<file path="config.mk">
export PLATFORM = sky130hd
export DESIGN_NAME = multicycle_control
export DESIGN_NICKNAME = d
export VERILOG_FILES = /design/src/rtl/multicycle_control.sv
export SDC_FILE = /design/constraint.sdc
export NUM_CORES = 1
export LEC_CHECK = 0
export CAP_MARGIN = 20
export CORE_AREA = 2 2 73 75
export CTS_BUF_LIST = sky130_fd_sc_hd__clkbuf_8
export DETAILED_ROUTE_END_ITERATION = 8
export DIE_AREA = 0 0 75 77
export PLACE_DENSITY_LB_ADDON = 0.3
export SLEW_MARGIN = 5
export SYNTH_ARGS = -nofsm -noshare
export SYNTH_HDL_FRONTEND = slang
export SYNTH_SLANG_ARGS = --single-unit
</file>
<file path="constraint.sdc">
create_clock -name Clock -period 4.8 [get_ports Clock]
set_clock_uncertainty 0.1 [all_clocks]
set_input_delay 0.48 -clock Clock [delete_from_list [all_inputs] [get_ports Clock]]
set_output_delay 0.48 -clock Clock [all_outputs]
set_load 0.05 [all_outputs]
</file>
<file path="src/rtl/multicycle_control.sv">
// Multicycle control unit for the RV32I-subset datapath.
// Walks each instruction through FETCH/DECODE/EXEC/MEM/WBACK and drives the
// datapath selects and strobes from the latched instruction word. It also
// counts retired instructions: one for every cycle in which the PC advances.
// Optional build macro HALT_ON_ILLEGAL_EN: if defined, an illegal opcode parks
// the unit in HALT until reset. If undefined, an illegal opcode retires as a NOP.
module multicycle_control #(
  parameter int MEM_WAIT = 0,
  parameter int CNT_W    = 16
) (
  input  logic             Clock,
  input  logic             Reset,
  input  logic [31:0]      Instr,
  input  logic [3:0]       Status,
  output logic             IREn,
  output logic             PCEn,
  output logic             PCSel,
  output logic             EnWri,
  output logic             ALUsrc,
  output logic             WB,
  output logic             MRW,
  output logic [1:0]       IMMXSel,
  output logic [3:0]       ALUCtl,
  output logic [2:0]       State,
  output logic             Halted,
  output logic [CNT_W-1:0] RetCnt
);

  typedef enum logic [2:0] {
    S_FETCH  = 3'd0,
    S_DECODE = 3'd1,
    S_EXEC   = 3'd2,
    S_MEM    = 3'd3,
    S_WBACK  = 3'd4,
    S_HALT   = 3'd5
  } state_t;

  state_t           state_q, state_d;
  logic [31:0]      ir_q, ir_d;
  logic [3:0]       waitCnt_q, waitCnt_d;
  logic [CNT_W-1:0] retCnt_q;

  logic [6:0] opcode;
  logic [4:0] rd;
  logic [2:0] funct3;
  logic       irBit30;
  logic       unusedIrBits;

  assign opcode  = ir_q[6:0];
  assign rd      = ir_q[11:7];
  assign funct3  = ir_q[14:12];
  assign irBit30 = ir_q[30];
  assign unusedIrBits = ^{ir_q[31], ir_q[29:15]};

  logic isR, isIAlu, isLoad, isStore, isBranch, isLui, isLegal;

  assign isR      = (opcode == 7'b0110011);
  assign isIAlu   = (opcode == 7'b0010011);
  assign isLoad   = (opcode == 7'b0000011);
  assign isStore  = (opcode == 7'b0100011);
  assign isBranch = (opcode == 7'b1100011);
  assign isLui    = (opcode == 7'b0110111);
  assign isLegal  = isR | isIAlu | isLoad | isStore | isBranch | isLui;

  logic       decAluSrc;
  logic [1:0] decImmSel;
  logic [3:0] decAluCtl;
  logic       branchTaken;

  // Per-instruction operand/immediate/ALU selection, held for EXEC through WBACK
  always_comb begin
    decAluSrc = 1'b0;
    decImmSel = 2'b00;
    decAluCtl = 4'b0000;
    if (isR) begin
      decAluCtl = {irBit30, funct3};
    end else if (isIAlu) begin
      decAluSrc = 1'b1;
      decAluCtl = (funct3 == 3'b101) ? {irBit30, funct3} : {1'b0, funct3};
    end else if (isLoad) begin
      decAluSrc = 1'b1;
    end else if (isStore) begin
      decAluSrc = 1'b1;
      decImmSel = 2'b01;
    end else if (isLui) begin
      decAluSrc = 1'b1;
      decImmSel = 2'b11;
    end else if (isBranch) begin
      decImmSel = 2'b10;
      decAluCtl = 4'b1000;
    end
  end

  // Branch condition from the ALU flags {N,Z,C,V} of the compare in EXEC
  always_comb begin
    branchTaken = 1'b0;
    case (funct3)
      3'b000:  branchTaken = Status[2];
      3'b001:  branchTaken = ~Status[2];
      3'b100:  branchTaken = Status[3] ^ Status[0];
      3'b101:  branchTaken = ~(Status[3] ^ Status[0]);
      3'b110:  branchTaken = ~Status[1];
      3'b111:  branchTaken = Status[1];
      default: branchTaken = 1'b0;
    endcase
  end

  // Next-state sequencing and the datapath control outputs for the current state
  always_comb begin
    state_d   = state_q;
    ir_d      = ir_q;
    waitCnt_d = waitCnt_q;
    IREn      = 1'b0;
    PCEn      = 1'b0;
    PCSel     = 1'b0;
    EnWri     = 1'b0;
    ALUsrc    = 1'b0;
    WB        = 1'b1;
    MRW       = 1'b0;
    IMMXSel   = 2'b00;
    ALUCtl    = 4'b0000;
    case (state_q)
      S_FETCH: begin
        IREn    = 1'b1;
        ir_d    = Instr;
        state_d = S_DECODE;
      end
      S_DECODE: begin
        if (isLegal) begin
          state_d = S_EXEC;
        end else begin
`ifdef HALT_ON_ILLEGAL_EN
          state_d = S_HALT;
`else
          PCEn    = 1'b1;
          state_d = S_FETCH;
`endif
        end
      end
      S_EXEC: begin
        ALUsrc  = decAluSrc;
        IMMXSel = decImmSel;
        ALUCtl  = decAluCtl;
        if (isBranch) begin
          PCEn    = 1'b1;
          PCSel   = branchTaken;
          state_d = S_FETCH;
        end else if (isLoad || isStore) begin
          waitCnt_d = 4'(MEM_WAIT);
          state_d   = S_MEM;
        end else begin
          state_d = S_WBACK;
        end
      end
      S_MEM: begin
        ALUsrc  = decAluSrc;
        IMMXSel = decImmSel;
        ALUCtl  = decAluCtl;
        MRW     = isStore;
        WB      = ~isLoad;
        if (waitCnt_q != 4'd0) begin
          waitCnt_d = waitCnt_q - 4'd1;
        end else if (isStore) begin
          PCEn    = 1'b1;
          state_d = S_FETCH;
        end else begin
          state_d = S_WBACK;
        end
      end
      S_WBACK: begin
        ALUsrc  = decAluSrc;
        IMMXSel = decImmSel;
        ALUCtl  = decAluCtl;
        EnWri   = (rd != 5'd0);
        WB      = ~isLoad;
        PCEn    = 1'b1;
        state_d = S_FETCH;
      end
      S_HALT: begin
`ifdef HALT_ON_ILLEGAL_EN
        state_d = S_HALT;
`else
        state_d = S_FETCH;
`endif
      end
      default: state_d = S_FETCH;
    endcase
  end

  // State, instruction register, MEM wait counter and retired-instruction counter
  always_ff @(posedge Clock) begin
    if (Reset) begin
      state_q   <= S_FETCH;
      ir_q      <= 32'd0;
      waitCnt_q <= 4'd0;
      retCnt_q  <= '0;
    end else begin
      state_q   <= state_d;
      ir_q      <= ir_d;
      waitCnt_q <= waitCnt_d;
      if (PCEn) begin
        retCnt_q <= retCnt_q + CNT_W'(1);
      end
    end
  end

  assign State  = state_q;
  assign RetCnt = retCnt_q;

`ifdef HALT_ON_ILLEGAL_EN
  assign Halted = (state_q == S_HALT);
`else
  assign Halted = 1'b0;
`endif

endmodule

</file>
==> metrics.log <==
[metrics] result of the run: finished clean
[metrics] Slew Limit Headroom: 0.545
[metrics] synth-to-layout area growth: 28.6%
[metrics] final weighted congestion of routability-driven global placement: 0.771
[metrics] WL final: 4.73 mm
[metrics] cell type group with the largest total delay on the critical path: simple AND/OR/NAND/NOR gates
[metrics] Placeable Area: 0.00498 mm2
[metrics] depth of the most critical reg-to-reg path: 5
[metrics] worst vdd ir: 0.000134 V
[metrics] number of setup buffers added after CTS: 0
[metrics] RSZ-0062 raised after global routing: false
[metrics] count of input and output buffers: 53
[metrics] number of hold buffers added after cts: 0
[metrics] starting density of the core: 0.433
[metrics] data arrival time at the worst-slack endpoint: 2980 ps
[metrics] first-pass GRT wire length: 7.96 mm
[metrics] die outline area: 0.00578 mm2
[metrics] average footprint of a synthesized cell: 7.81 um2
[metrics] Chip Height: ~77 um
[metrics] number of nets with antenna violations after detailed routing: 0
[metrics] P per Cell Area: approximately 230 mW/mm2
[metrics] Tcrit/Tclk final: 0.741
[metrics] clock sink count: 39
[metrics] diodes inserted: 0
[metrics] CTS clk-pin slew, worst paths: 70 ps
[metrics] non-filler cells, final: a little under 400
[metrics] Largest stage delay, worst path: 840 ps
[metrics] number of violations of the max-capacitance limit: 0
[metrics] GR Util All Layers: 0.174
[metrics] Worst Setup End Kind: primary output
[metrics] minimum clock period: 3560 ps
[metrics] critical path, cell by cell: nand2b_1 > nor4_1 > or4_1 > nand2_1 > clkdlybuf4s50_1
[metrics] fin. max-slew vios: 0
[metrics] maximum level of the CTS H-tree: 2
[metrics] vias: just under 2k
[metrics] r2r endpoint: RetCnt[8]
[metrics] number of buffers inserted during clock tree synthesis: 5
[metrics] leak pwr: roughly 0.0010 uW
[metrics] Boundary Pins: 71
[metrics] register-to-register path setup slack: 2280 ps
[metrics] sequential cell area fraction in the yosys report: 0.362
[metrics] maximum net fanout on the critical path: 14
[metrics] combined buffer and inverter count along the critical path: 1
[metrics] commonest non-fill, non-tap cell in the layout: clkdlybuf4s50_1
[metrics] class of the most critical setup path: reg -> out
[metrics] hold violation count in the final report: 0
[metrics] average detailed-routed wire length per instance: 12.1 um
[metrics] critical hold path startpoint: ir_q[30]
[metrics] total placed cells including tap cells: 384
[metrics] startpoint type of the worst setup path: flip-flop
[metrics] largest net degree at the start of global routing: 52
[metrics] Post-synth EDFFs: 0
[metrics] Die Wd: 75 um
[metrics] proportion of layout cells with a drive suffix above 1: 0.0719
[metrics] final-layout setup total negative slack: 0 ps
[metrics] cts repair resizes: 0
[metrics] class of the tightest hold or removal check: reg -> reg
[metrics] area of the mapped netlist: between 0.002 and 0.0025 mm2
[metrics] most frequent cells in the layout: 53 x clkdlybuf4s50_1, 44 x nand2_1, 39 x dfxtp_1
[metrics] residual overflow from global routing: 0
[metrics] number of buffers between clock root and the deepest sink: 2
[metrics] fin nets: approximately 360
[metrics] num rows: 26
[metrics] per-cell via count in the routed design: 5.06
[metrics] post-synthesis async set-or-reset flop share: 0
[metrics] distinct cell type count after synthesis: between 40 and 50
[metrics] vias in the first global route: between 1.5k and 2k
[metrics] clock network latency to the later pin of the worst-skew pair: 290 ps
[metrics] FMAX: 281 MHz
[metrics] slowest stage cell on the critical path: or4_1
[metrics] master cell of the clock root buffer: clkbuf_8
[metrics] transition time at the pin with the least slew margin: between 600 and 700 ps
[metrics] cell area after layout: 0.00277 mm2
[metrics] Mapped Nets: 317
[metrics] data required time of the critical path: approximately 4200 ps
[metrics] FILL cells: 480
[metrics] clock tree from TritonCTS: built
[metrics] post-place instance area: around 0.0027 mm2
[metrics] initial antenna violation count: 0
[metrics] flip-flop and latch count after synthesis: 39
[metrics] instance count of the mapped netlist: 276
[metrics] total of warnings raised by yosys: 0
[metrics] number of optimization iterations in the first detailed-route pass: 4
[metrics] number of cells on the worst hold path: 2
[metrics] sum of net half-perimeters after detailed placement: 3.32 mm
[metrics] setup-violating endpoint count in the final report: 0
[metrics] critical register-to-register path startpoint: ir_q[6]
[metrics] end point of the most critical hold path: ir_q[30]
[metrics] main flop type after synthesis: dfxtp_1
[metrics] number of design-rule violations left by the first detailed-router iteration: 96
[metrics] DRC viols: 0
-- power breakdown --
group | switching [uW] | internal, uW | leakage [uW]
clock | 106 | 94.7 | 0.0000413
combinational | 51.8 | 40.2 | 0.000688
sequential | 14.9 | 335 | 0.000318
-- tightest hold or removal path: stages (launching register included) --
cell and delay [ps]:
dfxtp_1 310, nand2_1 50, a21oi_1 50
-- routing by layer --
layer  track usage  routed length (um)
met5             0                   0
met2         0.251                2130
met4        0.0589                  66
met3        0.0512                 293
met1         0.246                2240
-- logic make-up after synthesis --
| logic type | share of synthesized area |
|---|---|
| AOI/OAI and AO/OA | 0.154 |
| xor gates and xnor gates | 0.0325 |
| adders and majority gates | 0.0174 |
| buffers and inverters | 0.0523 |
| DFF | 0.362 |
| muxes | 0.0732 |
| other | 0.00174 |
| and+or+nand+nor | 0.306 |
-- cell type report --
cell class              instances  area [um2]  area share
clock buffers                   5        68.8      0.0248
clock inverters                 1        3.75     0.00136
inverters                       6        22.5     0.00813
multi-input cells             214        1260       0.455
flip-flops and latches         39         781       0.282
well taps                      70        87.6      0.0316
repair buffers                 55         546       0.197
-- state kept, by name, summed over array words and instances, names as in the netlist --
name and cells:
ir_q 16, RetCnt 16, State 3, waitCnt_q 4
-- worst max-delay path by stage --
| stage | end | start | cells past startpoint |
|---|---|---|---|
| 2_1_floorplan | MRW | State[1] | 3 |
| 3_3_place_gp | PCEn | ir_q[2] | 5 |
| 3_5_place_dp | PCEn | ir_q[6] | 5 |
| 5_1_grt | PCEn | ir_q[4] | 5 |
| 6_report | PCEn | ir_q[6] | 5 |
| 4_1_cts | PCEn | ir_q[6] | 5 |
-- per-stage QoR --
step | power, uW | setup WS, ps | hold WS, ps | util
after floorplan | 417 | 1690 | 336 | -
after global routing | 675 | 1050 | 379 | 0.557
after CTS | 653 | 1240 | 359 | 0.557
after global placement | 448 | 1560 | 343 | 0.542
final | 643 | 1240 | 356 | 0.557
after detailed placement | 450 | 1550 | 349 | 0.542
-- synthesized netlist by cell type, types with 2 or more instances --
library cell   n  area [um2]
nand2_1       44         165
or3_1          3        18.8
and3_1         6        37.5
nor2b_1       15        93.8
nor3_1         8        40.0
o21a_1         2        15.0
buf_2          3        15.0
and4_1         3        26.3
buf_6          2        22.5
mux2_1         7        78.8
a21oi_1       25         125
dfxtp_1       39         781
nor4_1         3        18.8
nand3_1       17        85.1
a211oi_1       2        15.0
nor2_1        25        93.8
ha_1           3        37.5
inv_1          5        18.8
xor2_1         4        35.0
nand2b_1       6        37.5
clkbuf_1       9        33.8
buf_4          2        15.0
xnor2_1        4        35.0
o21ai_0        6        30.0
a21oi_2        8        70.1
mux2_2         7        78.8
(Power assumes the default switching activity.)
